## src/rtl/instr_fetch.sv

```systemverilog
// Fetch stage: PC register, combinational memory read captured into a DEPTH-entry prefetch queue.
// 1-cycle fetch latency, 1-bubble redirect; when full and not popping, the PC and i_addr hold.
module instr_fetch #(
  parameter int                ADDR_W   = 16,
  parameter int                DATA_W   = 16,
  parameter int                DEPTH    = 2,
  parameter logic [ADDR_W-1:0] RESET_PC = '0
) (
  input  logic              clk,
  input  logic              rst_n,
  output logic [ADDR_W-1:0] i_addr,
  input  logic [DATA_W-1:0] i_bus,
  output logic              instr_valid,
  output logic [DATA_W-1:0] instr,
  output logic [ADDR_W-1:0] instr_pc,
  input  logic              instr_ready,
  input  logic              redirect,
  input  logic [ADDR_W-1:0] redirect_pc
);

  localparam int PTR_W = (DEPTH > 1) ? $clog2(DEPTH) : 1;
  localparam int CNT_W = PTR_W + 1;

  logic [ADDR_W-1:0] pc;
  logic [DATA_W-1:0] q_instr [DEPTH];
  logic [ADDR_W-1:0] q_pc    [DEPTH];
  logic [PTR_W-1:0]  rd_ptr;
  logic [PTR_W-1:0]  wr_ptr;
  logic [CNT_W-1:0]  count;
  logic              pop;
  logic              fetch;

  assign instr_valid = (count != '0);
  assign pop         = instr_valid & instr_ready;
  // A pop frees the slot this same edge, so a full queue keeps fetching while drained.
  assign fetch       = !redirect & ((count < CNT_W'(DEPTH)) | pop);

  assign i_addr   = pc;
  assign instr    = q_instr[rd_ptr];
  assign instr_pc = q_pc[rd_ptr];

  always_ff @(posedge clk or negedge rst_n) begin
    if (!rst_n) begin
      pc     <= RESET_PC;
      rd_ptr <= '0;
      wr_ptr <= '0;
      count  <= '0;
    end else if (redirect) begin
      // Flush wins over any push; a coincident pop is simply absorbed by the flush.
      pc     <= redirect_pc;
      rd_ptr <= '0;
      wr_ptr <= '0;
      count  <= '0;
    end else begin
      if (fetch) begin
        pc     <= pc + ADDR_W'(1);
        wr_ptr <= wr_ptr + PTR_W'(1);
      end
      if (pop) begin
        rd_ptr <= rd_ptr + PTR_W'(1);
      end
      count <= count + CNT_W'(fetch) - CNT_W'(pop);
    end
  end

  always_ff @(posedge clk or negedge rst_n) begin
    if (!rst_n) begin
      for (int i = 0; i < DEPTH; i++) begin
        q_instr[i] <= '0;
        q_pc[i]    <= '0;
      end
    end else if (fetch) begin
      q_instr[wr_ptr] <= i_bus;
      q_pc[wr_ptr]    <= pc;
    end
  end

endmodule

```

## config.mk

```make
export PLATFORM = sky130hd
export DESIGN_NAME = instr_fetch
export DESIGN_NICKNAME = d
export VERILOG_FILES = /design/src/rtl/instr_fetch.sv
export SDC_FILE = /design/constraint.sdc
export NUM_CORES = 1
export LEC_CHECK = 0
export ABC_AREA = 0
export BUFFER_PORTS_ARGS = -buffer_cell sky130_fd_sc_hd__buf_2
export CAP_MARGIN = 20
export CELL_PAD_IN_SITES_DETAIL_PLACEMENT = 1
export CELL_PAD_IN_SITES_GLOBAL_PLACEMENT = 2
export CORE_AREA = 3 3 113 115
export DETAILED_ROUTE_END_ITERATION = 7
export DIE_AREA = 0 0 116 118
export HOLD_SLACK_MARGIN = 0.1
export PLACE_DENSITY_LB_ADDON = 0.1
export SYNTH_ARGS = -nofsm -noshare
export SYNTH_HDL_FRONTEND = slang
export SYNTH_SLANG_ARGS = --single-unit
```

## constraint.sdc

```tcl
create_clock -name clk -period 1.6 [get_ports clk]
set_input_delay 0.16 -clock clk [delete_from_list [all_inputs] [get_ports clk]]
set_output_delay 0.16 -clock clk [all_outputs]
set_load 0.01 [all_outputs]
```

==> flow_summary.html, run 1 <==
<table>
<tr><th>Metric</th><th>Value</th></tr>
<tr><th colspan="2">Run status</th></tr>
<tr><td>Outcome</td><td>finished, violations left</td></tr>
<tr><td>Violations in the final reports</td><td>negative setup slack</td></tr>
<tr><th colspan="2">Global routing</th></tr>
<tr><td>GRT overflow</td><td>0</td></tr>
<tr><td>Total routing resource utilization after global routing</td><td>0.158</td></tr>
<tr><td>Vias in the first global route</td><td>3,259</td></tr>
<tr><td>First-pass GRT wire length</td><td>17,000 um</td></tr>
<tr><td>Largest net degree at the start of global routing</td><td>38</td></tr>
<tr><td>Initial antenna violation count</td><td>0</td></tr>
<tr><th colspan="2">Floorplanning</th></tr>
<tr><td>Floorplan die height</td><td>118 um</td></tr>
<tr><td>Chip Width</td><td>116 um</td></tr>
<tr><td>Die area</td><td>13,700 um2</td></tr>
<tr><td>Initial Util</td><td>0.325</td></tr>
<tr><td>I/O pins</td><td>85</td></tr>
<tr><td>Area of the placeable core</td><td>11,900 um2</td></tr>
<tr><td>Num rows</td><td>40</td></tr>
<tr><th colspan="2">Routing</th></tr>
<tr><td>First-pass DRT Iterations</td><td>4</td></tr>
<tr><td>Iteration-0 DRC count of the detailed router</td><td>66</td></tr>
<tr><td>Drt total wl</td><td>11,000 um</td></tr>
<tr><td>Via-per-instance ratio</td><td>4.84</td></tr>
<tr><td>Final antenna-violating net count</td><td>0</td></tr>
<tr><td>Via count</td><td>2,967</td></tr>
<tr><td>Number of DRC violations after detailed routing</td><td>0</td></tr>
<tr><td>Routed length per instance</td><td>17.9 um</td></tr>
<tr><th colspan="2">Place</th></tr>
<tr><td>Hpwl dp</td><td>6820 um</td></tr>
<tr><td>Cell area reported after detailed placement</td><td>4820 um2</td></tr>
<tr><td>DP Cell Count</td><td>552</td></tr>
<tr><td>Count of input and output buffers</td><td>84</td></tr>
<tr><td>Final weighted congestion in routability-driven placement</td><td>0.748</td></tr>
<tr><th colspan="2">Critical path</th></tr>
<tr><td>Critical path buffers and inverters</td><td>1</td></tr>
<tr><td>Cells traversed along the worst timing path</td><td>or2_4 &gt; and2_4 &gt; ha_4 &gt; inv_2 &gt; ha_4 &gt; xor2_2 &gt; xnor2_1 &gt; nor2_1</td></tr>
<tr><td>Type of element capturing the critical path</td><td>flip-flop</td></tr>
<tr><td>R2r setup slk</td><td>-0.1 ns</td></tr>
<tr><td>Crit path max fanout</td><td>2</td></tr>
<tr><td>Data required time of the critical path</td><td>1.82 ns</td></tr>
<tr><td>Crit Reg-Reg Endpoint</td><td>count[1]$_DFF_PN0_</td></tr>
<tr><td>Cell family with most CP delay</td><td>simple AND/OR/NAND/NOR gates</td></tr>
<tr><td>Max stage delay on crit path</td><td>0.39 ns</td></tr>
<tr><td>Cell repeated most along the worst path</td><td>ha_4</td></tr>
<tr><td>Data arrival time of the critical path</td><td>1.92 ns</td></tr>
<tr><td>Crit path max-delay cell type</td><td>dfrtp_1</td></tr>
<tr><td>Worst reg2reg path startpoint</td><td>count[0]$_DFF_PN0_</td></tr>
<tr><td>Setup CP Type</td><td>reg2reg</td></tr>
<tr><td>Worst setup SP type</td><td>flip-flop</td></tr>
<tr><td>Depth of the most critical reg-to-reg path</td><td>8</td></tr>
<tr><th colspan="2">Finish</th></tr>
<tr><td>Layout Area Growth over Synthesis</td><td>58.6%</td></tr>
<tr><td>Number of nets in the finished design</td><td>500</td></tr>
<tr><td>Final non-filler cell total</td><td>613</td></tr>
<tr><td>Antenna diode count</td><td>0</td></tr>
<tr><td>Design Area, Final</td><td>6130 um2</td></tr>
<tr><td>Ratio of cells with drive above 1 in the final layout</td><td>0.584</td></tr>
<tr><th colspan="2">Worst hold path</th></tr>
<tr><td>Hold Crit Endpoint</td><td>i_addr[10]$_DFFE_PN0P_</td></tr>
<tr><td>Worst hold path type</td><td>in2reg</td></tr>
<tr><td>Cell depth of the worst hold path</td><td>3</td></tr>
<tr><td>Worst min-delay path startpoint</td><td>redirect_pc[10]</td></tr>
<tr><th colspan="2">Clock network</th></tr>
<tr><td>Clock latency reported for the late side of the worst-skew pair</td><td>0.34 ns</td></tr>
<tr><td>Clk sink count</td><td>84</td></tr>
<tr><td>Root Driver</td><td>clkbuf_16</td></tr>
<tr><td>Clock-pin slew of the registers on the worst-case setup and hold paths</td><td>0.07 ns</td></tr>
<tr><td>Cts bufs inserted</td><td>9</td></tr>
<tr><td>CTS max path bufs</td><td>2</td></tr>
<tr><td>Clock tree from TritonCTS</td><td>built</td></tr>
<tr><td>CTS H-tree depth</td><td>3</td></tr>
<tr><th colspan="2">Synth</th></tr>
<tr><td>Number of warnings printed during yosys synthesis</td><td>0</td></tr>
<tr><td>Top cells by area in the synthesized netlist</td><td>dfrtp_1, mux2_2, xnor2_1</td></tr>
<tr><td>Number of flops mapped to enable cells by yosys</td><td>0</td></tr>
<tr><td>Synthesized area per cell</td><td>13.1 um2</td></tr>
<tr><td>Synth Net Count</td><td>335</td></tr>
<tr><td>Leading cell types by count after synthesis</td><td>mux2_2, dfrtp_1, nand2_1, nor2_1, o21ai_0</td></tr>
<tr><td>Most common cell in the synthesized netlist</td><td>mux2_2</td></tr>
<tr><td>Post-synthesis sequential element count</td><td>84</td></tr>
<tr><td>Largest area contributor in the netlist</td><td>dfrtp_1</td></tr>
<tr><td>Distinct cells, synth</td><td>33</td></tr>
<tr><td>Netlist Area Pre-Place</td><td>3870 um2</td></tr>
<tr><td>Sequential share of the synthesized area</td><td>0.544</td></tr>
<tr><td>Share of synthesized flip-flops with an asynchronous set or reset</td><td>1.00</td></tr>
<tr><td>Fraction of post-synthesis cell area in the top cell type by area</td><td>0.544</td></tr>
<tr><td>Cells after synthesis</td><td>296</td></tr>
<tr><td>Dominant register cell in the synthesized netlist</td><td>dfrtp_1</td></tr>
<tr><th colspan="2">STA</th></tr>
<tr><td>Worst Hold Margin</td><td>0.148 ns</td></tr>
<tr><td>Maximum clock frequency</td><td>589 MHz</td></tr>
<tr><td>Final clock period utilization by the worst path</td><td>1.06</td></tr>
<tr><td>Post-route setup TNS</td><td>-3.42 ns</td></tr>
<tr><td>Final Hold Fails</td><td>0</td></tr>
<tr><td>Setup repair after global routing missed its margin</td><td>true</td></tr>
<tr><td>Max Slew Vio Count</td><td>0</td></tr>
<tr><td>Headroom to the max-slew limit</td><td>0.730</td></tr>
<tr><td>PnR worst setup slack</td><td>-0.0990 ns</td></tr>
<tr><td>Setup-violating endpoint count in the final report</td><td>73</td></tr>
<tr><td>Final Skew</td><td>0.00907 ns</td></tr>
<tr><td>Min Tclk post-route</td><td>1.70 ns</td></tr>
<tr><td>Transition at the pin with the smallest max-transition slack</td><td>0.405 ns</td></tr>
<tr><th colspan="2">Power</th></tr>
<tr><td>Net Switching</td><td>0.00309 W</td></tr>
<tr><td>Clock network power share</td><td>0.215</td></tr>
<tr><td>Internal power</td><td>0.00751 W</td></tr>
<tr><td>Areal power density over the cells</td><td>1730 nW/um2</td></tr>
<tr><td>Post-layout total power</td><td>0.0106 W</td></tr>
<tr><td>Static leakage power</td><td>2.86 nW</td></tr>
<tr><td>Highest ir drop seen on vdd</td><td>651 uV</td></tr>
<tr><td>Proportion of total power due to net switching</td><td>0.291</td></tr>
<tr><td>Register share of total power</td><td>0.328</td></tr>
<tr><td>Comb power frac</td><td>0.457</td></tr>
<tr><th colspan="2">Job</th></tr>
<tr><td>Max-capacitance violation count</td><td>0</td></tr>
</table>
## worst max-delay path by stage
stage	startpoint	endpoint	cells past startpoint
2_1_floorplan	count[1]$_DFF_PN0_	count[1]$_DFF_PN0_	8
3_3_place_gp	count[1]$_DFF_PN0_	count[1]$_DFF_PN0_	8
3_5_place_dp	count[1]$_DFF_PN0_	count[1]$_DFF_PN0_	8
4_1_cts	count[0]$_DFF_PN0_	count[1]$_DFF_PN0_	8
5_1_grt	count[0]$_DFF_PN0_	count[1]$_DFF_PN0_	8
6_report	count[0]$_DFF_PN0_	count[1]$_DFF_PN0_	8
## cell families (layout without fill, tap and decap cells)
| family | Yosys count | after routing | synth area share |
|---|---|---|---|
| multiplexers | 96 | 96 | 0.279 |
| adder cells (fa/ha/maj) | 3 | 3 | 0.00971 |
| AND/OR/NAND/NOR | 60 | 60 | 0.0838 |
| AO/OA/AOI/OAI | 23 | 23 | 0.0350 |
| buffers and inverters | 18 | 188 | 0.0214 |
| flip-flops | 84 | 84 | 0.544 |
| XOR/XNOR | 12 | 12 | 0.0272 |
## placed cells by master, fill, tap and decap left out, drive strengths merged
| cell | count |
|---|---|
| xor2 | 5 |
| mux2i | 1 |
| nand4 | 4 |
| mux2 | 95 |
| clkinv | 1 |
| inv | 4 |
| o21ai | 12 |
| and2 | 3 |
| buf | 135 |
| dlygate4sd3 | 32 |
| bufinv | 2 |
| clkinvlp | 1 |
| xnor2 | 7 |
| nor2 | 12 |
| o31ai | 4 |
| nor2b | 2 |
| nor3 | 1 |
| or4 | 5 |
| or2b | 1 |
| nor4b | 1 |
| nand3 | 9 |
| clkbuf | 13 |
| ha | 3 |
| and3 | 3 |
| nand2 | 16 |
| or3 | 1 |
| a31oi | 6 |
| dfrtp | 84 |
| o211ai | 1 |
| or2 | 2 |
## registers in the layout, indices dropped and copies added, names as in the netlist
| name | count |
|---|---|
| q_instr | 32 |
| q_pc | 32 |
| i_addr | 16 |
| count | 2 |
| rd_ptr | 1 |
| wr_ptr | 1 |
## layout make-up
class                      count  area [um2]
fill                        1206        5780
tap                          147         184
timing repair buffer         169        1480
clock buffer                  11         243
multi-input combinational    194        2020
sequential                    84        2110
inverter                       3        11.3
clock inverter                 5        83.8
## worst min-delay path, delay by kind of cell
kind / cells / cell delay [ns]
AO/OA/AOI/OAI: 1 / 0.13
buffers and inverters: 1 / 0.09
AND/OR/NAND/NOR: 1 / 0.05
## metal layers
metal | routed length (um) | GRT usage | up-vias
met5 | 0 | 0 | -
met4 | 99 | 0.0406 | 0
met3 | 340 | 0.0355 | 7
met2 | 5400 | 0.259 | 59
met1 | 5140 | 0.211 | 1517
li1 | - | - | 1384
## per-stage QoR
step	utilization	setup slack [ns]
finish	0.515	-0.0990
global placement	0.405	-0.0997
floorplan	-	-0.0953
detailed placement	0.405	-0.142
CTS	0.479	-0.0940
global route	0.515	-0.197
## power by group through the flow
stage               registers, W  clock network, W  logic, W
finish                   0.00347           0.00228   0.00485
global placement         0.00337                 0   0.00327
floorplan                0.00333                 0   0.00206
CTS                      0.00339           0.00235   0.00375
global route             0.00360           0.00245   0.00520
detailed placement       0.00342                 0   0.00332
## what timing repair did
| action | in CTS | in global routing |
|---|---|---|
| endpoints found under the setup margin | 97 | 94 |
| hold buffers | 32 | 0 |
| gates resized for setup | 34 | 91 |
| endpoints found under the hold margin | 75 | 0 |
| pin swaps | 5 | 5 |
| cloned | 2 | 3 |
| buffers inserted | 7 | 7 |
Note: power is estimated with default switching activity, not from simulation.
==> inputs of run 2 (changes only) <==
--- a/config.mk
+++ b/config.mk
@@ -14,7 +14,7 @@
 export DETAILED_ROUTE_END_ITERATION = 7
 export DIE_AREA = 0 0 116 118
 export HOLD_SLACK_MARGIN = 0.1
-export PLACE_DENSITY_LB_ADDON = 0.1
+export PLACE_DENSITY = 0.86
 export SYNTH_ARGS = -nofsm -noshare
 export SYNTH_HDL_FRONTEND = slang
 export SYNTH_SLANG_ARGS = --single-unit
==> run 2 against run 1 <==
Compared with the run above:
- the flow still finishes with violations (negative setup slack)
- total power is 3.9% lower
- sequential power hardly changed
- worst hold slack better by 0.13 ns
- critical path depth is 1 lower
- combinational power is 3% lower
- cell count is 1.6% higher
- via count is 2.8% higher
- global-route usage is 1.2 points higher
- core utilization hardly changed
- clock power is 13% lower
- sequential cell count stayed put
- register-to-register slack hardly changed
==> flow_summary.html, run 2 (synthesis results as in run 1) <==
<table>
<tr><th>Metric</th><th>Value</th></tr>
<tr><th colspan="2">Critical path</th></tr>
<tr><td>Setup CP Type</td><td>reg2reg</td></tr>
<tr><td>Data required time of the critical path</td><td>1.83 ns (about the same)</td></tr>
<tr><td>Cells traversed along the worst timing path</td><td>or2b_4 &gt; nand2_4 &gt; buf_6 &gt; nor2_4 &gt; buf_6 &gt; clkbuf_16 &gt; mux2_4</td></tr>
<tr><td>Crit path max fanout</td><td>6 (+4)</td></tr>
<tr><td>Max stage delay on crit path</td><td>0.39 ns (about the same)</td></tr>
<tr><td>Crit path max-delay cell type</td><td>dfrtp_1</td></tr>
<tr><td>Cell repeated most along the worst path</td><td>buf_6</td></tr>
<tr><td>Worst setup SP type</td><td>flip-flop</td></tr>
<tr><td>Type of element capturing the critical path</td><td>flip-flop</td></tr>
<tr><td>Data arrival time of the critical path</td><td>1.93 ns (about the same)</td></tr>
<tr><th colspan="2">Finish</th></tr>
<tr><td>Final core utilization</td><td>0.515 (about the same)</td></tr>
<tr><td>Commonest cells after routing, fill and taps aside</td><td>dfrtp_1, buf_2, mux2_4</td></tr>
<tr><td>Filler Cells Inserted</td><td>1,186 (-1.7%)</td></tr>
<tr><td>Final non-filler cell total</td><td>623 (+1.6%)</td></tr>
<tr><td>Ratio of cells with drive above 1 in the final layout</td><td>0.592 (+0.00875)</td></tr>
<tr><td>Layout Area Growth over Synthesis</td><td>58.5% (about the same)</td></tr>
<tr><td>Number of nets in the finished design</td><td>510 (+2.0%)</td></tr>
<tr><td>Most common library cell in the layout ignoring fill and taps</td><td>dfrtp_1</td></tr>
<tr><td>Antenna diode count</td><td>0 (unchanged)</td></tr>
<tr><th colspan="2">Global routing</th></tr>
<tr><td>Largest net degree at the start of global routing</td><td>37 (-2.6%)</td></tr>
<tr><td>Total routing resource utilization after global routing</td><td>0.171 (+0.0124)</td></tr>
<tr><td>Initial antenna violation count</td><td>0 (unchanged)</td></tr>
<tr><td>GRT overflow</td><td>0 (unchanged)</td></tr>
<tr><td>First-pass GRT wire length</td><td>18,000 um (+6.1%)</td></tr>
<tr><td>Vias in the first global route</td><td>3,498 (+7.3%)</td></tr>
<tr><th colspan="2">STA</th></tr>
<tr><td>Final Skew</td><td>0.0121 ns (+0.00307 ns)</td></tr>
<tr><td>Setup-violating endpoint count in the final report</td><td>83 (+14%)</td></tr>
<tr><td>PnR worst setup slack</td><td>-0.102 ns (-0.00256 ns)</td></tr>
<tr><td>Min Tclk post-route</td><td>1.70 ns (+0.00256 ns)</td></tr>
<tr><td>Maximum clock frequency</td><td>588 MHz (-0.15%)</td></tr>
<tr><td>Setup repair after global routing missed its margin</td><td>true</td></tr>
<tr><td>Final Hold Fails</td><td>0 (unchanged)</td></tr>
<tr><td>Transition at the pin with the smallest max-transition slack</td><td>0.490 ns (+0.0849 ns)</td></tr>
<tr><td>Final clock period utilization by the worst path</td><td>1.06 (+0.00160)</td></tr>
<tr><td>Headroom to the max-slew limit</td><td>0.673 (-0.0566)</td></tr>
<tr><td>Max Slew Vio Count</td><td>0 (unchanged)</td></tr>
<tr><th colspan="2">Floorplanning</th></tr>
<tr><td>Num rows</td><td>40 (unchanged)</td></tr>
<tr><td>Initial Util</td><td>0.325 (unchanged)</td></tr>
<tr><td>Floorplan die height</td><td>118 um (unchanged)</td></tr>
<tr><td>Die area</td><td>13,700 um2 (unchanged)</td></tr>
<tr><td>Area of the placeable core</td><td>11,900 um2 (unchanged)</td></tr>
<tr><td>Chip Width</td><td>116 um (unchanged)</td></tr>
<tr><td>I/O pins</td><td>85 (unchanged)</td></tr>
<tr><th colspan="2">Place</th></tr>
<tr><td>Count of input and output buffers</td><td>84 (unchanged)</td></tr>
<tr><td>Post-Place Worst Slack</td><td>-0.121 ns (+0.0207 ns)</td></tr>
<tr><td>DP Cell Count</td><td>551 (-0.18%)</td></tr>
<tr><td>Final weighted congestion in routability-driven placement</td><td>0.733 (-2.0%)</td></tr>
<tr><td>Hpwl dp</td><td>6850 um (+0.52%)</td></tr>
<tr><th colspan="2">Routing</th></tr>
<tr><td>Final antenna-violating net count</td><td>0 (unchanged)</td></tr>
<tr><td>Highest routed layer</td><td>met4</td></tr>
<tr><td>Drt total wl</td><td>12,500 um (+14%)</td></tr>
<tr><td>Routed wl met3</td><td>448 um (+32%)</td></tr>
<tr><td>Iteration-0 DRC count of the detailed router</td><td>79 (+20%)</td></tr>
<tr><td>Routed length per instance</td><td>20.1 um (+12%)</td></tr>
<tr><td>Number of DRC violations after detailed routing</td><td>0 (unchanged)</td></tr>
<tr><td>Met1 Wirelength</td><td>5400 um (+5.1%)</td></tr>
<tr><td>Via count</td><td>3,051 (+2.8%)</td></tr>
<tr><td>Met2 wirelength from detailed routing</td><td>6500 um (+20%)</td></tr>
<tr><td>Via-per-instance ratio</td><td>4.90 (+1.2%)</td></tr>
<tr><td>First-pass DRT Iterations</td><td>4 (unchanged)</td></tr>
<tr><th colspan="2">Clock network</th></tr>
<tr><td>Root Driver</td><td>clkbuf_16</td></tr>
<tr><td>CTS max path bufs</td><td>2 (unchanged)</td></tr>
<tr><td>CTS H-tree depth</td><td>3 (unchanged)</td></tr>
<tr><td>Clock latency reported for the late side of the worst-skew pair</td><td>0.35 ns (about the same)</td></tr>
<tr><td>Clk sink count</td><td>84 (unchanged)</td></tr>
<tr><td>Clock-pin slew of the registers on the worst-case setup and hold paths</td><td>0.06 ns (about the same)</td></tr>
<tr><td>Cts bufs inserted</td><td>9 (unchanged)</td></tr>
<tr><td>Clock tree from TritonCTS</td><td>built</td></tr>
<tr><th colspan="2">Worst hold path</th></tr>
<tr><td>Worst hold path type</td><td>in2reg</td></tr>
<tr><th colspan="2">Job</th></tr>
<tr><td>Max-capacitance violation count</td><td>0 (unchanged)</td></tr>
<tr><th colspan="2">Run status</th></tr>
<tr><td>Violations in the final reports</td><td>negative setup slack</td></tr>
<tr><td>Outcome</td><td>finished, violations left</td></tr>
<tr><th colspan="2">Power</th></tr>
<tr><td>Areal power density over the cells</td><td>1660 nW/um2 (-3.8%)</td></tr>
<tr><td>Static leakage power</td><td>2.84 nW (-0.71%)</td></tr>
<tr><td>Highest ir drop seen on vdd</td><td>745 uV (+14%)</td></tr>
</table>
run 2: repair_timing:
| item | 4_1_cts | 5_1_grt |
|---|---|---|
| resized for setup | 20 | 82 |
| pin swaps | 6 | 8 |
| endpoints found under the hold margin | 82 | 0 |
| hold buffers | 33 | 0 |
| endpoints found under the setup margin | 89 | 103 |
| cloned | 4 | 4 |
| buffers inserted | 13 | 3 |
run 2: path summary, 6_finish.rpt:
| kind | from | to | cells after the start | slack, ns |
|---|---|---|---|---|
| worst min register to register | q_pc[11]$_DFFE_PN0P_ | q_pc[11]$_DFFE_PN0P_ | 2 | 0.49 |
| worst max-delay path | count[1]$_DFF_PN0_ | q_pc[16]$_DFFE_PN0P_ | 7 | -0.10 |
| max in group asynchronous | rst_n | i_addr[0]$_DFFE_PN0P_ | 3 | 0.65 |
| worst min-delay path | redirect | count[1]$_DFF_PN0_ | 3 | 0.28 |
| worst max register to register | count[1]$_DFF_PN0_ | q_pc[16]$_DFFE_PN0P_ | 7 | -0.10 |
| min in group asynchronous | rst_n | q_instr[4]$_DFFE_PN0P_ | 2 | 0.34 |
run 2: critical path, delay by kind of cell (launching register included):
family                 cells  cell delay (ns)
multiplexers               1             0.30
AND/OR/NAND/NOR            3             0.47
flip-flops                 1             0.39
buffers and inverters      3             0.43
run 2: final cells by class:
| class | count | area (um2) | area share |
|---|---|---|---|
| timing repair buffer | 179 | 1560 | 0.255 |
| tap | 147 | 184 | 0.0300 |
| clock buffer | 9 | 225 | 0.0367 |
| sequential | 84 | 2110 | 0.344 |
| multi-input combinational | 194 | 1990 | 0.325 |
| clock inverter | 7 | 51.3 | 0.00837 |
| inverter | 3 | 11.3 | 0.00184 |
run 2: where the power goes:
part | switching, W | internal [W]
combinational | 0.00178 | 0.00294
sequential | 0.000531 | 0.00295
clock | 0.000920 | 0.00106
run 2: routing by layer:
metal  track usage  vias to the layer above
li1              -                     1414
met1         0.202                     1554
met2         0.300                       69
met3        0.0447                       14
met4        0.0500                        0
met5             0                        -
run 2: metrics by stage:
step / total power, W / instance area [um2] / hold slack [ns] / TNS (ns)
6_report: 0.0102 / 6130 / 0.278 / -4.38
5_1_grt: 0.0108 / 6130 / 0.299 / -9.47
4_1_cts: 0.00920 / 5710 / 0.262 / -4.10
3_5_place_dp: 0.00676 / 4800 / 0.150 / -1.92
3_3_place_gp: 0.00658 / 4800 / 0.137 / -0.122
2_1_floorplan: 0.00539 / 3920 / -0.136 / -0.0953
